[config.mk]
export PLATFORM = sky130hd
export DESIGN_NAME = loom_dpi_bridge
export DESIGN_NICKNAME = d
export VERILOG_FILES = /design/src/rtl/loom_dpi_bridge.sv
export SDC_FILE = /design/constraint.sdc
export NUM_CORES = 1
export LEC_CHECK = 0
export ABC_AREA = 1
export CAP_MARGIN = 20
export CELL_PAD_IN_SITES_DETAIL_PLACEMENT = 0
export CELL_PAD_IN_SITES_GLOBAL_PLACEMENT = 2
export CORE_AREA = 2 2 231 233
export CTS_CLUSTER_SIZE = 28
export DETAILED_ROUTE_END_ITERATION = 6
export DIE_AREA = 0 0 233 235
export HOLD_SLACK_MARGIN = 0.08
export MAX_ROUTING_LAYER = met4
export PLACE_DENSITY_LB_ADDON = 0.1
export SETUP_SLACK_MARGIN = 0.1
export SLEW_MARGIN = 20
export SYNTH_ARGS = -nofsm -noshare
export SYNTH_HDL_FRONTEND = slang
export SYNTH_SLANG_ARGS = --single-unit
[constraint.sdc]
create_clock -name clk_i -period 5.75 [get_ports clk_i]
set_clock_uncertainty 0.1 [all_clocks]
set_input_delay 1.725 -clock clk_i [delete_from_list [all_inputs] [get_ports clk_i]]
set_output_delay 1.725 -clock clk_i [all_outputs]
set_load 0.005 [all_outputs]
[src/rtl/loom_dpi_bridge.sv]
// Per-function DPI call mailbox: stalls the DUT on a call request, exposes the
// latched arguments to the host over AXI-Lite and returns the host's result.
module loom_dpi_bridge #(
   parameter int FUNC_ID = 0,
   parameter int N_ARGS  = 4
) (
   input  logic                  clk_i,
   input  logic                  rst_i,
   input  logic [7:0]            axil_araddr_i,
   input  logic                  axil_arvalid_i,
   output logic                  axil_arready_o,
   output logic [31:0]           axil_rdata_o,
   output logic [1:0]            axil_rresp_o,
   output logic                  axil_rvalid_o,
   input  logic                  axil_rready_i,
   input  logic [7:0]            axil_awaddr_i,
   input  logic                  axil_awvalid_i,
   output logic                  axil_awready_o,
   input  logic [31:0]           axil_wdata_i,
   input  logic                  axil_wvalid_i,
   output logic                  axil_wready_o,
   output logic [1:0]            axil_bresp_o,
   output logic                  axil_bvalid_o,
   input  logic                  axil_bready_i,
   input  logic                  dpi_valid_i,
   input  logic [32*N_ARGS-1:0]  dpi_args_i,
   output logic [31:0]           dpi_ret_o,
   output logic                  dpi_ret_valid_o,
   input  logic                  emu_clk_en_i,
   output logic                  stall_o,
   output logic                  irq_o
);

   typedef enum logic [1:0] {
      StIdle    = 2'd0,
      StPending = 2'd1,
      StRetire  = 2'd2
   } state_t;

   localparam logic [5:0] A_STATUS  = 6'h00;
   localparam logic [5:0] A_CONTROL = 6'h01;
   localparam logic [5:0] A_RESULT  = 6'h02;
   localparam logic [5:0] A_COUNT   = 6'h03;
   localparam logic [5:0] A_IRQEN   = 6'h04;

   state_t        state;
   state_t        state_next;
   logic [31:0]   args [8];
   logic [255:0]  args_pad;
   logic [31:0]   result;
   logic [31:0]   call_count;
   logic          irq_en;
   logic [5:0]    ar_addr;
   logic          ar_pend;
   logic [5:0]    aw_addr;
   logic          aw_pend;
   logic [31:0]   w_data;
   logic          w_pend;
   logic          capture;
   logic          wr_fire;
   logic          done_fire;
   logic          rd_fire;
   logic          arg_hit;
   logic [31:0]   rd_mux;
   logic          unused_addr_bits;

   // Byte-offset bits never select a register
   assign unused_addr_bits = ^{axil_araddr_i[1:0], axil_awaddr_i[1:0]};

   assign args_pad  = 256'(dpi_args_i);
   assign capture   = (state == StIdle) & dpi_valid_i;
   assign wr_fire   = aw_pend & w_pend & ~axil_bvalid_o;
   assign done_fire = wr_fire & (aw_addr == A_CONTROL) & w_data[0] & (state == StPending);
   assign rd_fire   = ar_pend & ~axil_rvalid_o;
   assign arg_hit   = (ar_addr[5:3] == 3'b001) && (int'(ar_addr[2:0]) < N_ARGS);

   assign axil_rresp_o = 2'b00;
   assign axil_bresp_o = 2'b00;

   // Call state register
   always_ff @(posedge clk_i) begin
      if (rst_i) begin
         state <= StIdle;
      end else begin
         state <= state_next;
      end
   end

   // Call state transitions
   always_comb begin
      state_next = state;
      case (state)
         StIdle: begin
            if (dpi_valid_i) state_next = StPending;
            else             state_next = StIdle;
         end
         StPending: begin
            if (done_fire) state_next = StRetire;
            else           state_next = StPending;
         end
         StRetire: begin
            // Leave only once the DUT has ticked and consumed the result
            if (emu_clk_en_i) state_next = StIdle;
            else              state_next = StRetire;
         end
         default: state_next = StIdle;
      endcase
   end

   // Stall is combinational so the DUT cannot tick past a fresh call
   always_comb begin
      stall_o         = 1'b0;
      dpi_ret_valid_o = 1'b0;
      irq_o           = 1'b0;
      case (state)
         StIdle:    stall_o = dpi_valid_i;
         StPending: begin
            stall_o = 1'b1;
            irq_o   = irq_en;
         end
         StRetire:  dpi_ret_valid_o = 1'b1;
         default:   stall_o = 1'b0;
      endcase
   end

   // Argument capture on call entry
   always_ff @(posedge clk_i) begin
      if (rst_i) begin
         for (int i = 0; i < 8; i++) args[i] <= 32'd0;
      end else if (capture) begin
         for (int i = 0; i < 8; i++) begin
            if (i < N_ARGS) args[i] <= args_pad[32*i +: 32];
            else            args[i] <= 32'd0;
         end
      end
   end

   // Mailbox registers and call retirement bookkeeping
   always_ff @(posedge clk_i) begin
      if (rst_i) begin
         result     <= 32'd0;
         irq_en     <= 1'b0;
         dpi_ret_o  <= 32'd0;
         call_count <= 32'd0;
      end else begin
         if (wr_fire && (aw_addr == A_RESULT)) result <= w_data;
         if (wr_fire && (aw_addr == A_IRQEN))  irq_en <= w_data[0];
         if (done_fire) begin
            dpi_ret_o  <= result;
            call_count <= call_count + 32'd1;
         end
      end
   end

   // Write channel: AW and W captured independently, then performed together
   always_ff @(posedge clk_i) begin
      if (rst_i) begin
         axil_awready_o <= 1'b0;
         axil_wready_o  <= 1'b0;
         axil_bvalid_o  <= 1'b0;
         aw_addr        <= 6'd0;
         aw_pend        <= 1'b0;
         w_data         <= 32'd0;
         w_pend         <= 1'b0;
      end else begin
         axil_awready_o <= 1'b1;
         axil_wready_o  <= 1'b1;
         if (axil_awvalid_i && axil_awready_o) begin
            aw_addr <= axil_awaddr_i[7:2];
            aw_pend <= 1'b1;
         end else if (wr_fire) begin
            aw_pend <= 1'b0;
         end
         if (axil_wvalid_i && axil_wready_o) begin
            w_data <= axil_wdata_i;
            w_pend <= 1'b1;
         end else if (wr_fire) begin
            w_pend <= 1'b0;
         end
         if (wr_fire)                            axil_bvalid_o <= 1'b1;
         else if (axil_bvalid_o && axil_bready_i) axil_bvalid_o <= 1'b0;
      end
   end

   // Read data select
   always_comb begin
      rd_mux = 32'hDEAD_BEEF;
      case (ar_addr)
         A_STATUS:  rd_mux = {16'd0, 8'(FUNC_ID), 6'd0, state == StRetire, state == StPending};
         A_CONTROL: rd_mux = 32'd0;
         A_RESULT:  rd_mux = result;
         A_COUNT:   rd_mux = call_count;
         A_IRQEN:   rd_mux = {31'd0, irq_en};
         default: begin
            if (arg_hit) rd_mux = args[ar_addr[2:0]];
            else         rd_mux = 32'hDEAD_BEEF;
         end
      endcase
   end

   // Read channel: one address slot, answered once the previous response drains
   always_ff @(posedge clk_i) begin
      if (rst_i) begin
         axil_arready_o <= 1'b0;
         axil_rvalid_o  <= 1'b0;
         axil_rdata_o   <= 32'd0;
         ar_addr        <= 6'd0;
         ar_pend        <= 1'b0;
      end else begin
         axil_arready_o <= 1'b1;
         if (axil_arvalid_i && axil_arready_o) begin
            ar_addr <= axil_araddr_i[7:2];
            ar_pend <= 1'b1;
         end else if (rd_fire) begin
            ar_pend <= 1'b0;
         end
         if (rd_fire) begin
            axil_rvalid_o <= 1'b1;
            axil_rdata_o  <= rd_mux;
         end else if (axil_rvalid_o && axil_rready_i) begin
            axil_rvalid_o <= 1'b0;
         end
      end
   end

endmodule

=== Yosys cells after proc, flatten, opt, wreduce, memory -nomap -nowiden ===
Memories as Yosys holds them, arrays and structs flattened. A register that Yosys moved wholly into a read port is not among the register bits.
Cells that the tools add are included.

* Add/sub/neg operators: 1
* Magnitude comparators: 1
* Equal/unequal tests: 10
* Multiplexer cells: 34
* Bitwise operators: 17
* Reduce and logical (&&, ||, !) cells: 15

{| class="wikitable"
|+ Operators by type and width
! kind !! count
|-
| $mux 32 || 9
|-
| $pmux 32 s5 || 1
|-
| $add 32x1->32 const B || 1
|-
| $eq 6x2->1 const B || 3
|-
| $mux 1 || 18
|-
| $eq 6x1->1 const B || 2
|-
| $eq 6x3->1 const B || 2
|-
| $reduce_bool 2->1 || 5
|-
| $logic_and 1x1->1 || 8
|-
| $or 1x1->1 || 8
|-
| $and 1x1->1 || 7
|-
| $logic_not 6->1 || 1
|-
| $mux 3 || 2
|-
| $pmux 2 s3 || 1
|-
| $mux 2 || 2
|-
| $eq 3x1->1 const B || 1
|-
| $lt 3x3->1 const B || 1
|-
| $eq 2x1->1 const B || 1
|-
| $eq 2x2->1 const B || 1
|-
| $logic_not 2->1 || 1
|-
| $not 1->1 || 2
|-
| $pmux 1 s2 || 1
|}

* Register bits: 181
* RAM bits: 256
* Memories: 1

{| class="wikitable"
|+ Memory list
! memory !! words !! width !! rd ports !! clocked after Yosys merged registers in !! write ports !! line !! RTL
|-
| args || 8 || 32 || 1 || 1 || 8 || 48 || <nowiki>logic [31:0] args [8];</nowiki>
|}

=== Longest topological paths before layout ===
Gate-level depths: netlist (run 1).

* Depth after elaboration: 7
* Depth in mapped cells: 11

=== Worst setup path after synthesis (run 1) ===
No wires, ideal clock.

* Path type: input port to flip-flop
* Start point: input rst_i
* End point: memory args[0][0] (enable)
* Arrival: 4522 ps
* Required time: 4539 ps
* Slack: 17 ps
* Cell stages on the path: 5
* Buffers on the path: 3
* Path through: buf_2 -> inv_1 -> buf_2 -> clkbuf_1 -> nand2_1

{| class="wikitable"
|+ RTL lines
! item !! line !! RTL
|-
| from (decl) || 8 || <nowiki>input logic rst_i,</nowiki>
|-
| to (decl) || 48 ||
|}

=== Worst setup path after layout (run 1) ===
* Start point: input dpi_valid_i
* End point: output stall_o

* Longest elaborated chain between the ends: 1

{| class="wikitable"
|+ Ends and longest elaborated chain
! item !! line !! RTL
|-
| from (decl) || 25 || <nowiki>input logic dpi_valid_i,</nowiki>
|-
| $pmux 1 s2 || 115 || <nowiki>case (state)</nowiki>
|-
| to (decl) || 30 || <nowiki>output logic stall_o,</nowiki>
|}

No other way between the ends.

==> results list, run 1 <==
- The synthesized design contains 128 enable-type register cells.
- Counting the buffers created by CTS gives 39.
* Most instantiated flip-flop cell in the synthesis netlist: sky130_fd_sc_hd__dfxtp_1
- Cells after synthesis: 1785
- The worst register-to-register path has a setup slack of 3130 ps.
* Worst hold slack across all endpoints: 343.7 ps
- The first detailed-routing pass ran for 5 iterations.
- Buffers added to address setup during post-CTS repair amount to 0.
* Aggregate global-route resource usage: 17.80%
* Final slew viol count: 0
- RSZ-0062 raised after global routing: no
- Kind of path behind the tightest hold check: reg -> reg
- After global routing the overflow that remains totals 0.
* Endpoints failing setup: 0
- The first global-routing pass estimated 71.88 mm of wire.
- Hold Path Cell Cnt: 2
* Post-synthesis to final-layout area growth: 32.24%
* Post-route clock period utilization: 91.48%
- For hold timing, the worst endpoint is result[7].
- Measured against its own limit, the worst slew margin works out to 29.21%.
* DR DRC count: 0
- Area fraction of the dominant cell type after synthesis: 27.61%
- Clock-pin slew was measured on the worst setup and hold paths at 60 ps.
- Multi-input logic area: 5074 µm²
* Worst R2R Path Depth: 6
- Detailed-route via count: 11940
- Root Buffer: sky130_fd_sc_hd__clkbuf_16
* Hold_buf cts: 0
- The netlist uses 32 different library cells.
- Counting flops and latches in the post-synthesis netlist gives 312.
- Number of levels in the clock H-tree: 2
- Core ar.: 52240 µm²
* Max Clk Rate: 0.1901 GHz
- Max clock buf depth: 3
- Die height: 235 µm
- Sequential cell area: 7530 µm²
- After synthesis, the share of flip-flops with an asynchronous set or reset is 0%.
* TritonCTS clock tree: yes
- The mapped netlist covers 13920 µm².
* Antenna violations before repair: 3
- The worst register-to-register path begins at ar_addr[5].
- The later pin in the worst-skew pair is clocked with a latency of 570 ps.
* Core occupancy in the finished layout: 35.24%
- The biggest area contributor in the post-synthesis netlist is sky130_fd_sc_hd__edfxtp_1.
* Leakage power total: 7.506 nW
- Fraction of layout instances using a drive strength above 1: 5.676%
- On the worst path, the slowest cell contributes a delay of 510 ps.
- In the final design database the tool counted 2182 nets.
* Type of origin of the critical path: input pin
* Total count of hold-check failures in the final report: 0
- Number of I/O pins: 261
- Synthesis warning total: 0
- The run finished with clean final reports.
- The startpoint identified for the worst hold timing path is w_data[7].
- After filler insertion, the fill cell instance count of the layout stands at 5505.
* Number of global-route vias before repair: 11810
* Horizontal die dimension: 233 µm
- In the routed layout, each cell is associated on average with a via count of 4.393.
- For the worst setup path, the data required time is 3920 ps.
* Final min period: 5260 ps
- Detailed-route wire length: 47.68 mm
- CTS Sinks: 312
- Initial standard-cell utilization of the core: 26.65%
- Post-DR wirelength/cell: 17.54 µm
- Global placement routability congestion: 0.8024
* Placed wire-length estimate after detailed placement: 33.39 mm
* Count of input and output buffers: 252
- Max FO, Critical Path: 3
* Pin count of the biggest net entering global routing: 125
* Average footprint of a synthesized cell: 7.799 µm²
- Cells along the critical path: clkdlybuf4s50_1 -> inv_1 -> nor3_1 -> inv_1 -> nand2_1 -> clkdlybuf4s50_1
- The critical path is of the in -> out type.
- Slowest cell on the critical path: sky130_fd_sc_hd__clkdlybuf4s50_1
- # rows: 84
- For this run, the register share of the synthesized area comes to 54.07%.
- Power spread over the standard cell area amounts to 303.8 nW/µm².
- The detail route stage leaves a number of antenna-violating nets equal to 0.
* Worst-Margin Slew: 1061 ps
- Capture instance of the worst register-to-register path: axil_rdata_o[30]
* Final TNS setup: 0 ps
* Critical Path End Type: primary output
- The die covers 54760 µm².
- Cts repair resizes: 0
- Sorting the synthesized cells by area gives the leading types as sky130_fd_sc_hd__edfxtp_1, sky130_fd_sc_hd__dfxtp_1, sky130_fd_sc_hd__nor2_1.
- Data on the critical path arrives at its endpoint at 3440 ps.
- Across the run, the number of max-cap violations was 0.
- First-iteration detailed-routing DRC count: 719
- Worst IR drop on VDD: 178.3 µV
==> flip-flops by register name (all words and copies together), names as in the netlist, 2 cells and up, named ones only <==
register,cells
state,2
result,32
dpi_ret_o,32
call_count,32
axil_rdata_o,32
ar_addr,6
aw_addr,6
w_data,32
args,128
==> layout make-up <==
cell class / count / share of cell area [%]
clock buffer: 49 / 5.777
multi-input combinational: 1133 / 27.56
inverter: 241 / 4.921
tap: 688 / 4.676
clock inverter: 22 / 1.516
timing repair buffer: 269 / 14.59
sequential: 312 / 40.90
antenna: 4 / 0.05437
==> layout by cell type, fill, tap and decap left out, types with 2 or more instances in the layout <==
cell type,instances
sky130_fd_sc_hd__nor2_1,389
sky130_fd_sc_hd__clkdlybuf4s50_1,252
sky130_fd_sc_hd__nand2_1,245
sky130_fd_sc_hd__inv_1,232
sky130_fd_sc_hd__o21ai_0,224
sky130_fd_sc_hd__dfxtp_1,182
sky130_fd_sc_hd__a21oi_1,131
sky130_fd_sc_hd__edfxtp_1,128
sky130_fd_sc_hd__nand3_1,75
sky130_fd_sc_hd__clkbuf_16,39
sky130_fd_sc_hd__buf_4,13
sky130_fd_sc_hd__o211ai_1,10
sky130_fd_sc_hd__nor2_4,9
sky130_fd_sc_hd__clkinv_2,9
sky130_fd_sc_hd__nor3_1,8
sky130_fd_sc_hd__nand4_1,8
sky130_fd_sc_hd__inv_2,8
sky130_fd_sc_hd__o21ai_1,7
sky130_fd_sc_hd__nor2_2,5
sky130_fd_sc_hd__bufinv_16,5
sky130_fd_sc_hd__clkbuf_8,5
sky130_fd_sc_hd__clkbuf_1,5
sky130_fd_sc_hd__diode_2,4
sky130_fd_sc_hd__conb_1,4
sky130_fd_sc_hd__nand3_2,3
sky130_fd_sc_hd__clkinvlp_4,3
sky130_fd_sc_hd__clkinv_1,3
sky130_fd_sc_hd__xor2_1,2
sky130_fd_sc_hd__a31oi_1,2
sky130_fd_sc_hd__and2_1,2
sky130_fd_sc_hd__nand3_4,2
sky130_fd_sc_hd__dfxtp_2,2
sky130_fd_sc_hd__buf_12,2
==> stage by stage <==
stage | instance area [µm²] | total power [mW] | setup slack, ps | instances
2_1_floorplan | 13930 | 2.791 | 1308 | 1788
3_3_place_gp | 17040 | 3.086 | 536.4 | 2642
3_5_place_dp | 17050 | 3.088 | 470.8 | 2643
4_1_cts | 18400 | 5.685 | 465.8 | 2714
5_1_grt | 18410 | 5.843 | 382.6 | 2717
6_report | 18410 | 5.593 | 489.9 | 2718
==> worst max-delay path: cells and delay by family <==
kind                   cells  cell delay (ps)
buffers and inverters      4             1250
AND/OR/NAND/NOR            2              460
==> report_power, final <==
part           internal (mW)  switching [mW]  total, mW
clock                   1.55            1.02       2.56
sequential              2.42          0.0418       2.47
combinational          0.234           0.332      0.566
==> per-layer routing <==
layer | up-vias | global-route usage, % | wire, µm
met1 | 5534 | 23.23 | 22280
li1 | 6121 | - | -
met4 | 0 | 4.787 | 995
met2 | 233 | 28.20 | 22040
met3 | 52 | 3.313 | 2365
met5 | - | - | 0
==> worst max-delay path by stage <==
| stage | from | endpoint | cells after the start | slack [ps] |
|---|---|---|---|---|
| after global placement | dpi_valid_i | stall_o | 6 | 540 |
| after floorplan | rst_i | args[0][0] | 5 | 1310 |
| after detailed placement | dpi_valid_i | stall_o | 6 | 470 |
| final | dpi_valid_i | stall_o | 6 | 490 |
| after CTS | dpi_valid_i | stall_o | 6 | 470 |
| after global routing | dpi_valid_i | stall_o | 6 | 380 |
==> logic make-up after synthesis <==
| family | synth area share (%) |
|---|---|
| AND/OR/NAND/NOR | 22.16 |
| flip-flops | 54.07 |
| AO/OA/AOI/OAI | 13.70 |
| buffers and inverters | 9.833 |
| adder cells (fa/ha/maj) | 0.08987 |
| other | 0.02694 |
| XOR/XNOR | 0.1259 |
==> cells in the mapped netlist, types with 3 or more instances <==
cell type / n
sky130_fd_sc_hd__dfxtp_1: 184
sky130_fd_sc_hd__inv_2: 8
sky130_fd_sc_hd__nand3_2: 3
sky130_fd_sc_hd__clkbuf_1: 60
sky130_fd_sc_hd__nand3_1: 75
sky130_fd_sc_hd__o21ai_1: 7
sky130_fd_sc_hd__buf_2: 28
sky130_fd_sc_hd__nor3_1: 8
sky130_fd_sc_hd__edfxtp_1: 128
sky130_fd_sc_hd__nor2_2: 5
sky130_fd_sc_hd__buf_4: 8
sky130_fd_sc_hd__nor2_1: 390
sky130_fd_sc_hd__buf_1: 3
sky130_fd_sc_hd__nor2_4: 8
sky130_fd_sc_hd__a21oi_1: 131
sky130_fd_sc_hd__inv_1: 233
sky130_fd_sc_hd__o21ai_0: 224
sky130_fd_sc_hd__o211ai_1: 10
sky130_fd_sc_hd__nand2_1: 247
sky130_fd_sc_hd__nand4_1: 8
No activity file was read; power rests on OpenSTA's default activity.
==> run 2: changes to the inputs <==
Clock period 5.75 ns to 4.35 ns, I/O delays scaled along.
==> results list, run 2 (synthesized netlist as in run 1, its figures left out) <==
- Hold Path Cell Cnt: 2 (unchanged)
- The detailed-placement wirelength estimate came to 34.20 mm (+2.4%).
- The leakage component of the power is 7.510 nW (about the same).
* Final min period: 4082 ps
* Die footprint: 54760 µm² (unchanged)
- The final critical path takes up 93.85% of the cycle.
* Cts repair resizes: 0 (unchanged)
* TritonCTS buffer count: 40 (+2.6%)
- Die height: 235 µm (unchanged)
- The buffer levels on the longest clock path was 3 (unchanged).
- The diode insertion count for antenna repair was 0 (-4).
* Worst R2R Path Depth: 9 (+3)
- Commonest non-fill, non-tap cell in the layout: sky130_fd_sc_hd__nor2_1
- The post-layout total power was 7.106 mW (+27%).
* Relative max-transition margin: 35.55% (+6.3 points)
- Number of cells on the critical path: 6 (unchanged)
- The layer flagged by global routing as most heavily used is met2.
- Detailed-route via count: 11960 (+0.18%)
- The fraction of final layout cells sized beyond drive strength 1 is 5.842% (+0.17 points).
- Placed cells: 2655 (+0.45%)
* Global placement routability congestion: 0.7884 (-1.7%)
- Based on the critical path, the design can be clocked at up to 0.2450 GHz.
- Core occupancy in the finished layout: 35.17% (-0.070 points)
* Final instance area: 18370 µm² (-0.20%)
- The required arrival time at the worst endpoint came to 2940 ps (-980 ps).
* Antenna-violating nets left: 0 (unchanged)
- The CTS sink count is 312 (unchanged).
- Pin count of the biggest net entering global routing: 101 (-19%)
* Horizontal die dimension: 233 µm (unchanged)
- The final-layout setup total negative slack was 0 ps (unchanged).
* Count of input and output buffers: 252 (unchanged)
* Pwr/cell area: 386.8 nW/µm² (+27%)
- Max cap viols: 0 (unchanged)
- Type of origin of the critical path: input pin
- Detailed-route wire length: 47.76 mm (+0.16%)
- Placement-stage cell area: 17180 µm² (+0.72%)
* Met2 usage in global routing: 27.73% (-0.47 points)
- Initial standard-cell utilization of the core: 26.65% (unchanged)
* Cells along the critical path: clkdlybuf4s50_1 -> inv_1 -> nor3_1 -> inv_1 -> nand2_1 -> clkdlybuf4s50_1
* Worst hold slack across all endpoints: 348.3 ps (+4.670 ps)
- Commonest cells after routing, fill and taps aside: sky130_fd_sc_hd__nor2_1, sky130_fd_sc_hd__clkdlybuf4s50_1, sky130_fd_sc_hd__nand2_1
- Aggregate global-route resource usage: 17.85% (+0.056 points)
- Met1 track demand over resource: 23.75% (+0.52 points)
* Post-DR wirelength/cell: 17.53 µm (about the same)
* Run status: completed
* Final slew viol count: 0 (unchanged)
- The first-iteration detailed-routing DRC count came to 578 (-20%).
- The worst setup slack after layout is 267.7 ps (-222.2 ps).
- The worst setup path is of the in -> out kind.
- Root Buffer: sky130_fd_sc_hd__clkbuf_16
* Core ar.: 52240 µm² (unchanged)
- Post-layout instance count excluding filler cells: 2725 (+0.26%)
- DP Worst Slack: 263.4 ps (-207.4 ps)
- Setup repair after global routing left no endpoint under its margin.
* DR DRC count: 0 (unchanged)
* Slowest cell on the critical path: sky130_fd_sc_hd__clkdlybuf4s50_1
- Hold_buf cts: 0 (unchanged)
- The per-cell via count in the routed design is 4.389 (about the same).
- Worst EP arrival: 2680 ps (-760 ps)
- args holds more flip-flops than any other register.
- TritonCTS clock tree: yes
* Total count of hold-check failures in the final report: 0 (unchanged)
- Critical Path End Type: primary output
- The top-level I/O count came to 261 (unchanged).
* Post-synthesis to final-layout area growth: 31.98%
* First-pass GRT wire length: 71.80 mm (-0.11%)
- Post-CTS setup-driven buffer insertion count: 0 (unchanged)
* Total buffers and inverters traversed by the critical path: 4 (unchanged)
- Antenna violations before repair: 0 (-3)
- The transition time at the pin with the least slew margin came to 966.8 ps (-93.89 ps).
* # rows: 84 (unchanged)
- The maximum net fanout on the critical path is 2 (-1).
- Max reg flops: 128 (unchanged)
* Clock transition at path regs: 50 ps (about the same)
- The total number of H-tree levels is 2 (unchanged).
* 1st-pass router iterations: 5 (unchanged)
* Cell type group with the largest total delay on the critical path: buffers and inverters
* Endpoints failing setup: 0 (unchanged)
* Kind of path behind the tightest hold check: reg -> reg
* Number of global-route vias before repair: 11810 (+0.051%)
* Worst IR drop on VDD: 263.0 µV (+47%)
- The aggregate global routing overflow came to 0 (unchanged).
- Total Nets Final: 2195 (+0.60%)
* GR Util met3: 3.580% (+0.27 points)
- The delay of the slowest cell on the worst path is 490 ps (-20 ps).
- Worst skew pair latency: 570 ps (about the same)
[run 2: cell types whose count changed in the layout (fill, tap and decap cells not counted), sizes merged]
cell      previous run  this run
inv                241       242
bufinv               5         0
diode                4         0
buf                 17        29
clkinv              14         9
clkinvlp             3         1
clkbuf              49        59
[run 2: routing by layer]
| layer | routed length, µm | up-vias |
|---|---|---|
| met1 | 22340 | 5477 |
| met2 | 21910 | 275 |
| met4 | 1051 | 0 |
| met5 | 0 | - |
| met3 | 2449 | 60 |
| li1 | - | 6149 |
[run 2: worst min-delay path, cell delays in order (launching register included)]
cell                      delay [ps]
sky130_fd_sc_hd__dfxtp_1         290
sky130_fd_sc_hd__inv_1            60
sky130_fd_sc_hd__a21oi_1          50
[run 2: worst paths after layout]
kind               startpoint         endpoint  slack, ps
setup / recovery  dpi_valid_i          stall_o        270
hold / removal     w_data[31]       result[31]        350
setup reg to reg   ar_addr[5]  axil_rdata_o[4]       1810
hold reg to reg    w_data[31]       result[31]        350
[run 2: power breakdown]
part / internal [mW] / switching (mW) / total (mW) / leakage (nW)
clock: 1.80 / 1.28 / 3.08 / 0.589
combinational: 0.322 / 0.439 / 0.761 / 4.04
sequential: 3.20 / 0.0587 / 3.26 / 2.88
[run 2: cell type report]
class | instances | area [µm²]
Clock buffer | 59 | 1134
Clock inverter | 11 | 63.81
Inverter | 241 | 905.9
Sequential cell | 312 | 7530
Tap cell | 688 | 860.8
Fill cell | 5569 | 33860
Multi-Input combinational cell | 1133 | 5074
Timing Repair Buffer | 281 | 2805
